===== src/rtl/button_event_decoder.sv =====
// Decodes a clean, synchronous button level into press/release/short/long/repeat pulses.
// Optional double-click detection is built when BUTTON_EVENT_DOUBLE_CLICK_EN is defined.
module button_event_decoder #(
   parameter int LONG_CNT   = 50_000_000,
   parameter int REPEAT_CNT = 10_000_000,
   parameter int DCLICK_WIN = 12_500_000
) (
   input  logic clkIn,
   input  logic rstNIn,
   input  logic enIn,
   input  logic buttonIn,
   output logic pressOut,
   output logic releaseOut,
   output logic shortOut,
   output logic longOut,
   output logic repeatOut,
   output logic heldOut,
   output logic doubleOut
);

   localparam int MAX_AB  = (LONG_CNT > REPEAT_CNT) ? LONG_CNT : REPEAT_CNT;
   localparam int MAX_CNT = (MAX_AB > DCLICK_WIN) ? MAX_AB : DCLICK_WIN;
   localparam int CNT_W   = $clog2(MAX_CNT + 1);
   localparam logic [CNT_W-1:0] LONG_LAST = CNT_W'(LONG_CNT - 1);
   localparam logic [CNT_W-1:0] REP_LAST  = CNT_W'(REPEAT_CNT - 1);
   localparam logic [CNT_W-1:0] CNT_ONE   = CNT_W'(1);

   typedef enum logic [1:0] {
      IDLE,
      PRESSED,
      LONG_HELD
`ifdef BUTTON_EVENT_DOUBLE_CLICK_EN
      , WAIT_SECOND
`endif
   } state_t;

   state_t           state_q, state_d;
   logic [CNT_W-1:0] hold_cnt_q, hold_cnt_d;
   logic [CNT_W-1:0] rep_cnt_q, rep_cnt_d;
   logic             prev_q, prev_d;
   logic             press_q, press_d;
   logic             release_q, release_d;
   logic             short_q, short_d;
   logic             long_q, long_d;
   logic             repeat_q, repeat_d;
   logic             held_q, held_d;
   logic             rise;
`ifdef BUTTON_EVENT_DOUBLE_CLICK_EN
   localparam logic [CNT_W-1:0] WIN_LAST = CNT_W'(DCLICK_WIN - 1);
   logic [CNT_W-1:0] win_cnt_q, win_cnt_d;
   logic             second_q, second_d;
   logic             double_q, double_d;
`endif

   assign rise = buttonIn & ~prev_q;

   always_comb begin
      state_d    = state_q;
      hold_cnt_d = hold_cnt_q;
      rep_cnt_d  = rep_cnt_q;
      prev_d     = buttonIn;
      press_d    = 1'b0;
      release_d  = 1'b0;
      short_d    = 1'b0;
      long_d     = 1'b0;
      repeat_d   = 1'b0;
      held_d     = held_q;
`ifdef BUTTON_EVENT_DOUBLE_CLICK_EN
      win_cnt_d  = win_cnt_q;
      second_d   = second_q;
      double_d   = 1'b0;
`endif
      if (!enIn) begin
         // prev_d still follows buttonIn so a held button is not seen as a press on enable
         state_d    = IDLE;
         hold_cnt_d = '0;
         rep_cnt_d  = '0;
         held_d     = 1'b0;
`ifdef BUTTON_EVENT_DOUBLE_CLICK_EN
         win_cnt_d  = '0;
         second_d   = 1'b0;
`endif
      end else begin
         case (state_q)
            IDLE: begin
               if (rise) begin
                  press_d    = 1'b1;
                  held_d     = 1'b1;
                  hold_cnt_d = '0;
                  state_d    = PRESSED;
`ifdef BUTTON_EVENT_DOUBLE_CLICK_EN
                  second_d   = 1'b0;
`endif
               end
            end
            PRESSED: begin
               if (!buttonIn) begin
                  release_d  = 1'b1;
                  held_d     = 1'b0;
                  hold_cnt_d = '0;
                  state_d    = IDLE;
`ifdef BUTTON_EVENT_DOUBLE_CLICK_EN
                  // a first short click defers its shortOut until the window expires
                  if (!second_q) begin
                     state_d   = WAIT_SECOND;
                     win_cnt_d = '0;
                  end
                  second_d = 1'b0;
`else
                  short_d = 1'b1;
`endif
               end else if (hold_cnt_q == LONG_LAST) begin
                  long_d     = 1'b1;
                  rep_cnt_d  = '0;
                  hold_cnt_d = hold_cnt_q + CNT_ONE;
                  state_d    = LONG_HELD;
               end else begin
                  hold_cnt_d = hold_cnt_q + CNT_ONE;
               end
            end
            LONG_HELD: begin
               if (!buttonIn) begin
                  release_d  = 1'b1;
                  held_d     = 1'b0;
                  hold_cnt_d = '0;
                  rep_cnt_d  = '0;
                  state_d    = IDLE;
`ifdef BUTTON_EVENT_DOUBLE_CLICK_EN
                  second_d   = 1'b0;
`endif
               end else if (rep_cnt_q == REP_LAST) begin
                  repeat_d  = 1'b1;
                  rep_cnt_d = '0;
               end else begin
                  rep_cnt_d = rep_cnt_q + CNT_ONE;
               end
            end
`ifdef BUTTON_EVENT_DOUBLE_CLICK_EN
            WAIT_SECOND: begin
               if (rise) begin
                  press_d    = 1'b1;
                  double_d   = 1'b1;
                  held_d     = 1'b1;
                  hold_cnt_d = '0;
                  win_cnt_d  = '0;
                  second_d   = 1'b1;
                  state_d    = PRESSED;
               end else if (win_cnt_q == WIN_LAST) begin
                  short_d   = 1'b1;
                  win_cnt_d = '0;
                  state_d   = IDLE;
               end else begin
                  win_cnt_d = win_cnt_q + CNT_ONE;
               end
            end
`endif
            default: state_d = IDLE;
         endcase
      end
   end

   always_ff @(posedge clkIn or negedge rstNIn) begin
      if (!rstNIn) begin
         state_q    <= IDLE;
         hold_cnt_q <= '0;
         rep_cnt_q  <= '0;
         prev_q     <= 1'b1;
         press_q    <= 1'b0;
         release_q  <= 1'b0;
         short_q    <= 1'b0;
         long_q     <= 1'b0;
         repeat_q   <= 1'b0;
         held_q     <= 1'b0;
`ifdef BUTTON_EVENT_DOUBLE_CLICK_EN
         win_cnt_q  <= '0;
         second_q   <= 1'b0;
         double_q   <= 1'b0;
`endif
      end else begin
         state_q    <= state_d;
         hold_cnt_q <= hold_cnt_d;
         rep_cnt_q  <= rep_cnt_d;
         prev_q     <= prev_d;
         press_q    <= press_d;
         release_q  <= release_d;
         short_q    <= short_d;
         long_q     <= long_d;
         repeat_q   <= repeat_d;
         held_q     <= held_d;
`ifdef BUTTON_EVENT_DOUBLE_CLICK_EN
         win_cnt_q  <= win_cnt_d;
         second_q   <= second_d;
         double_q   <= double_d;
`endif
      end
   end

   assign pressOut   = press_q;
   assign releaseOut = release_q;
   assign shortOut   = short_q;
   assign longOut    = long_q;
   assign repeatOut  = repeat_q;
   assign heldOut    = held_q;
`ifdef BUTTON_EVENT_DOUBLE_CLICK_EN
   assign doubleOut  = double_q;
`else
   assign doubleOut  = 1'b0;
`endif

endmodule


===== config.mk =====
export PLATFORM = sky130hd
export DESIGN_NAME = button_event_decoder
export DESIGN_NICKNAME = d
export VERILOG_FILES = /design/src/rtl/button_event_decoder.sv
export SDC_FILE = /design/constraint.sdc
export NUM_CORES = 1
export LEC_CHECK = 0
export ABC_AREA = 1
export BUFFER_PORTS_ARGS = -buffer_cell sky130_fd_sc_hd__clkbuf_2
export CAP_MARGIN = 15
export CORE_MARGIN = 2
export CORE_UTILIZATION = 60
export CTS_CLUSTER_SIZE = 30
export DETAILED_ROUTE_END_ITERATION = 16
export PLACE_DENSITY_LB_ADDON = 0.15
export SKIP_LAST_GASP = 1
export SYNTH_ARGS = -nofsm -noshare
export SYNTH_HDL_FRONTEND = slang
export SYNTH_SLANG_ARGS = --single-unit

===== constraint.sdc =====
create_clock -name clkIn -period 2 [get_ports clkIn]
set_input_delay 0.6 -clock clkIn [delete_from_list [all_inputs] [get_ports clkIn]]
set_output_delay 0.6 -clock clkIn [all_outputs]
set_load 0.01 [all_outputs]

# Word level (Yosys, flattened, before mapping)
# Index checks and enable logic that the tools add are counted.
# word_totals
register_bits,61
inputBits,4
output_inout_bits,7
wordCells,70
# op_classes
add_sub_neg,2
n_eq_ne,13
n_mux,37
bitwise,2
reduce_logical,6
# ops
op,count
26-bit 2-to-1 mux,9
26-bit case mux with 3 select lines,1
26-bit by 1-bit adder with 26-bit output (second input constant),2
26-bit case mux with 2 select lines,1
26-bit by 24-bit == test with 1-bit output (second input constant),1
26-bit == test (second input constant),1
1-bit 2-to-1 mux,19
3-bit inequality test (second input constant),5
3-bit AND reduction,4
2-bit 2-to-1 mux,5
2-bit case mux with 3 select lines,1
4-bit by 1-bit inequality test with 1-bit output (second input constant),1
4-bit inequality test (second input constant),1
3-bit by 1-bit inequality test with 1-bit output (second input constant),1
3-bit by 2-bit inequality test with 1-bit output (second input constant),1
2-bit by 1-bit == test with 1-bit output (second input constant),1
2-bit == test (second input constant),1
2-bit zero test,1
1-bit case mux with 2 select lines,1
2-bit OR reduction,1
1-bit AND,1
1-bit NOT,1

# Logic depth before layout (Yosys ltp)
# depth
depth_word,5
ltp_mapped,12
depth_no_buf,12

# Worst setup path before layout
# Ideal clock, no wire load.
# synth_timing
path_type,register -> register
from,register state_q[0]
to,register hold_cnt_q[23]
setup_time_ns,0.132
arrival_ns,1.553
required_ns,1.868
slack_ns,0.315
stages_incl_launch_ff,11
n_path_buf,1
period_less_slack_ns,1.685
cell_sequence,dfrtp_1 inv_1 ha_1 inv_1 nand3_1 nand3_1 buf_2 inv_2 nand3_1 xor2_1 nor2_1
# synth_between
elab_chain_cells,3
word_cells_on_any_way,9
cone_classes,5 x eq/ne; 2 x mux; 2 x reduce/logical
# synth_rtl
item,line,source
from (decl),37,"state_t state_q, state_d;"
from (signal assigned),180,state_q <= state_d;
"2-bit == test, or another cell as far along",84,case (state_q)
"4-bit by 1-bit inequality test with 1-bit output (no source line), or another cell as far along",-,
3-bit AND reduction (no source line) or 26-bit 2-to-1 mux (tied branches),-,
to (signal assigned),181,hold_cnt_q <= hold_cnt_d;
to (decl),38,"logic [CNT_W-1:0] hold_cnt_q, hold_cnt_d;"
# Several ways; a longest one is shown, not always the timed one.
# A chain may end at the register's enable or synchronous reset.

# Final worst setup path
# layout_timing
from,register state_q[1]
to,register hold_cnt_q[21]
# The elaborated chain is that of the path after synthesis.

==> impl_metrics.toml <==
[logic_synthesis]
synthTopCellsByArea = "dfrtp_1 40%, nand2_1 16%, nor2_1 7.5%"
syn-num-nets = 543
syn_area_um2 = 3710
synth-edff-count = 0
syn_inst = 534
synth.avg_cell_area_um2 = 6.94
synth-seq-cells = 61
synth.top_cell.area_share_pct = 40.5
synth_top_area_cell = "dfrtp_1"
synth-seq-area-share_pct = 41.2
ys.flop_type = "dfrtp_1"
yosys_warnings = 0
netlist-cell-type-count = 37
async_flop_share_pct = 100

[setup_path]
r2r_end = "hold_cnt_q[21]"
criticalPathCategory = "flip-flop to flip-flop"
critPathBufInv = 4
critPathMaxStageDelay_ps = 400
cp-end-kind = "flip-flop"
reg2regPathDepth = 11
cp-endpoint = "hold_cnt_q[21]"
start_kind = "flip-flop"
cp.required_ps = 2230
critPathLaunch = "state_q[1]"
regToRegStartpoint = "state_q[1]"
path_delay_family = "simple AND/OR/NAND/NOR gates"
slowest_stage = "dfrtp_1"
crit_chain = "inv_2, ha_4, inv_2, nand3_2, nand3_2, buf_8, buf_4, nor2_1, nand3b_1, o21ai_1, nor2_1"
path_max_fanout = 6
arrival_ps = 2130
path_depth = 11
worst-r2r-setup-slack_ps = 100

[timing]
min_period_ps = 1900
period_share_pct = 95.0
tightest_slew_ps = 588
rsz0062_at_grt = "true"
hold_violations = 0
setup_violations = 0
layout_setup_ws_ps = 99.1
fmax_ghz = 0.526
slew_headroom_pct = 60.7
holdWs_ps = 254
clock_skew_ps = 11.5
slew_violations = 0

[grt]
grt_use_total_pct = 28.2
grt_pass1_wl_um = 14900
antenna_found_initial = 0
grt_max_degree = 62
grt-ovfl-total = 0
grt_pass1_vias = 3337

[place]
dpl.hpwl_um = 6330
gp_congestion = 0.973
postPlaceCellArea_um2 = 4010
place.port_buffers = 9
place_ws_ps = -168

[pwr]
ir_drop_v = 0.000478
leakage_nw = 2.01
power.total_mw = 2.81
p_per_area_nw_per_um2 = 654

[worst_hold_path]
hold_class = "input pin to asynchronous set/reset pin"

[cells_and_area]
final_common_cell = "nand2_1"
syn2layout_area_growth_pct = 16.0
antenna_cells = 0
drive_gt1_share_pct = 16.7
fin_nets = 585
fillers = 473
mostFrequentLayoutCells = "157 x nand2_1, 74 x nor2_1, 60 x dfrtp_1"
stdcell_area_um2 = 4300

[cts]
clk_pin_slew_ps = 70
cts_buffer_depth = 2
cts_sinks = 61
cts_tree = "done"
root_buffer = "clkbuf_8"
clk_latency_ps = 340
cts_made_buffers = 9
cts.htree.levels = 3

[detailed_routing]
vias = 3674
drc_errors = 0
viasPerCell = 5.60
postRouteAntennaNets = 0
drt-initial-drc-count = 299
first_pass_iters = 5
post_drt_wl_per_cell_um = 14.0
totalWireLength_um = 9210

[floorplanning]
die-width_um = 82.6
io_pins = 11
core_um2 = 5960
die_y_um = 82.6
dieArea_um2 = 6830
rows = 28
floorplan.initialDensity_pct = 62.3

[status]
status = "complete, no violations"

[job]
drv_cap = 0
-- through the flow --
stage	instances	TNS [ps]	utilization, %
global placement	633	-2210	67.2
floorplan	534	0	-
finish	656	0	72.2
CTS	649	0	70.8
global route	656	-786	72.2
detailed placement	633	-3350	67.2
-- synthesized netlist by cell type (3+ instances only) --
cell type	number
nor3_2	3
nand3b_1	4
dfrtp_1	60
inv_1	60
ha_1	5
nor3_1	13
o21ai_2	6
nand4_1	9
xor2_1	8
buf_2	5
nand2_1	159
or2_2	3
o21ai_0	6
clkbuf_1	4
o21ai_1	20
nor2_2	8
nor2_1	74
a21oi_1	15
inv_2	6
nand3_1	46
-- power breakdown --
group          total, mW  switching, mW  internal, mW
logic              0.426          0.271         0.155
clock network       1.11          0.499         0.607
registers           1.28         0.0223          1.26
total               2.81          0.792          2.02
-- layout make-up --
class	instances	area, um^2	area share (%)
Sequential cell	61	1530	35.5
Clock buffer	12	145	3.37
Inverter	66	248	5.76
Multi-Input combinational cell	396	1920	44.5
Clock inverter	4	47.5	1.10
Tap cell	75	93.8	2.18
Timing Repair Buffer	42	325	7.56
-- registers in the layout, indices dropped and copies added (netlist names) --
name        flops
repeatOut       1
prev_q          1
rep_cnt_q      26
hold_cnt_q     26
heldOut         1
releaseOut      1
state_q         2
pressOut        1
shortOut        1
longOut         1
-- worst min-delay path by stage --
stage,cells past startpoint,slack [ps],end
floorplan,0,300,heldOut
global placement,2,470,rep_cnt_q[25]
detailed placement,2,470,rep_cnt_q[25]
CTS,2,280,hold_cnt_q[11]
global route,2,290,hold_cnt_q[10]
finish,2,250,hold_cnt_q[10]
-- layer usage --
metal | up-vias | GRT usage (%) | wire length, um
met5 | - | 0 | 0
met4 | 0 | 10.7 | 204
met3 | 20 | 5.22 | 609
met2 | 129 | 45.1 | 4410
met1 | 1741 | 38.1 | 3990
li1 | 1784 | - | -
-- what timing repair did --
| action | in CTS | in global routing |
|---|---|---|
| hold endpoints to repair | 0 | 0 |
| gates cloned | 0 | 1 |
| setup endpoints to repair | 27 | 21 |
| resized for setup | 3 | 12 |
| hold buffers | 0 | 0 |
| buffers inserted | 0 | 7 |
| pin swaps | 0 | 8 |
-- kinds of logic (layout without fill, tap and decap cells) --
group	after synthesis	in the layout	share of synthesized area, %
compound gates	57	57	8.91
fa+ha+maj	5	5	1.69
other cells	1	1	0.101
flops	61	61	41.2
xor+xnor	8	8	1.89
buf+inv	78	124	8.57
simple gates	324	325	37.7
Note: power is estimated with default switching activity, not from simulation.
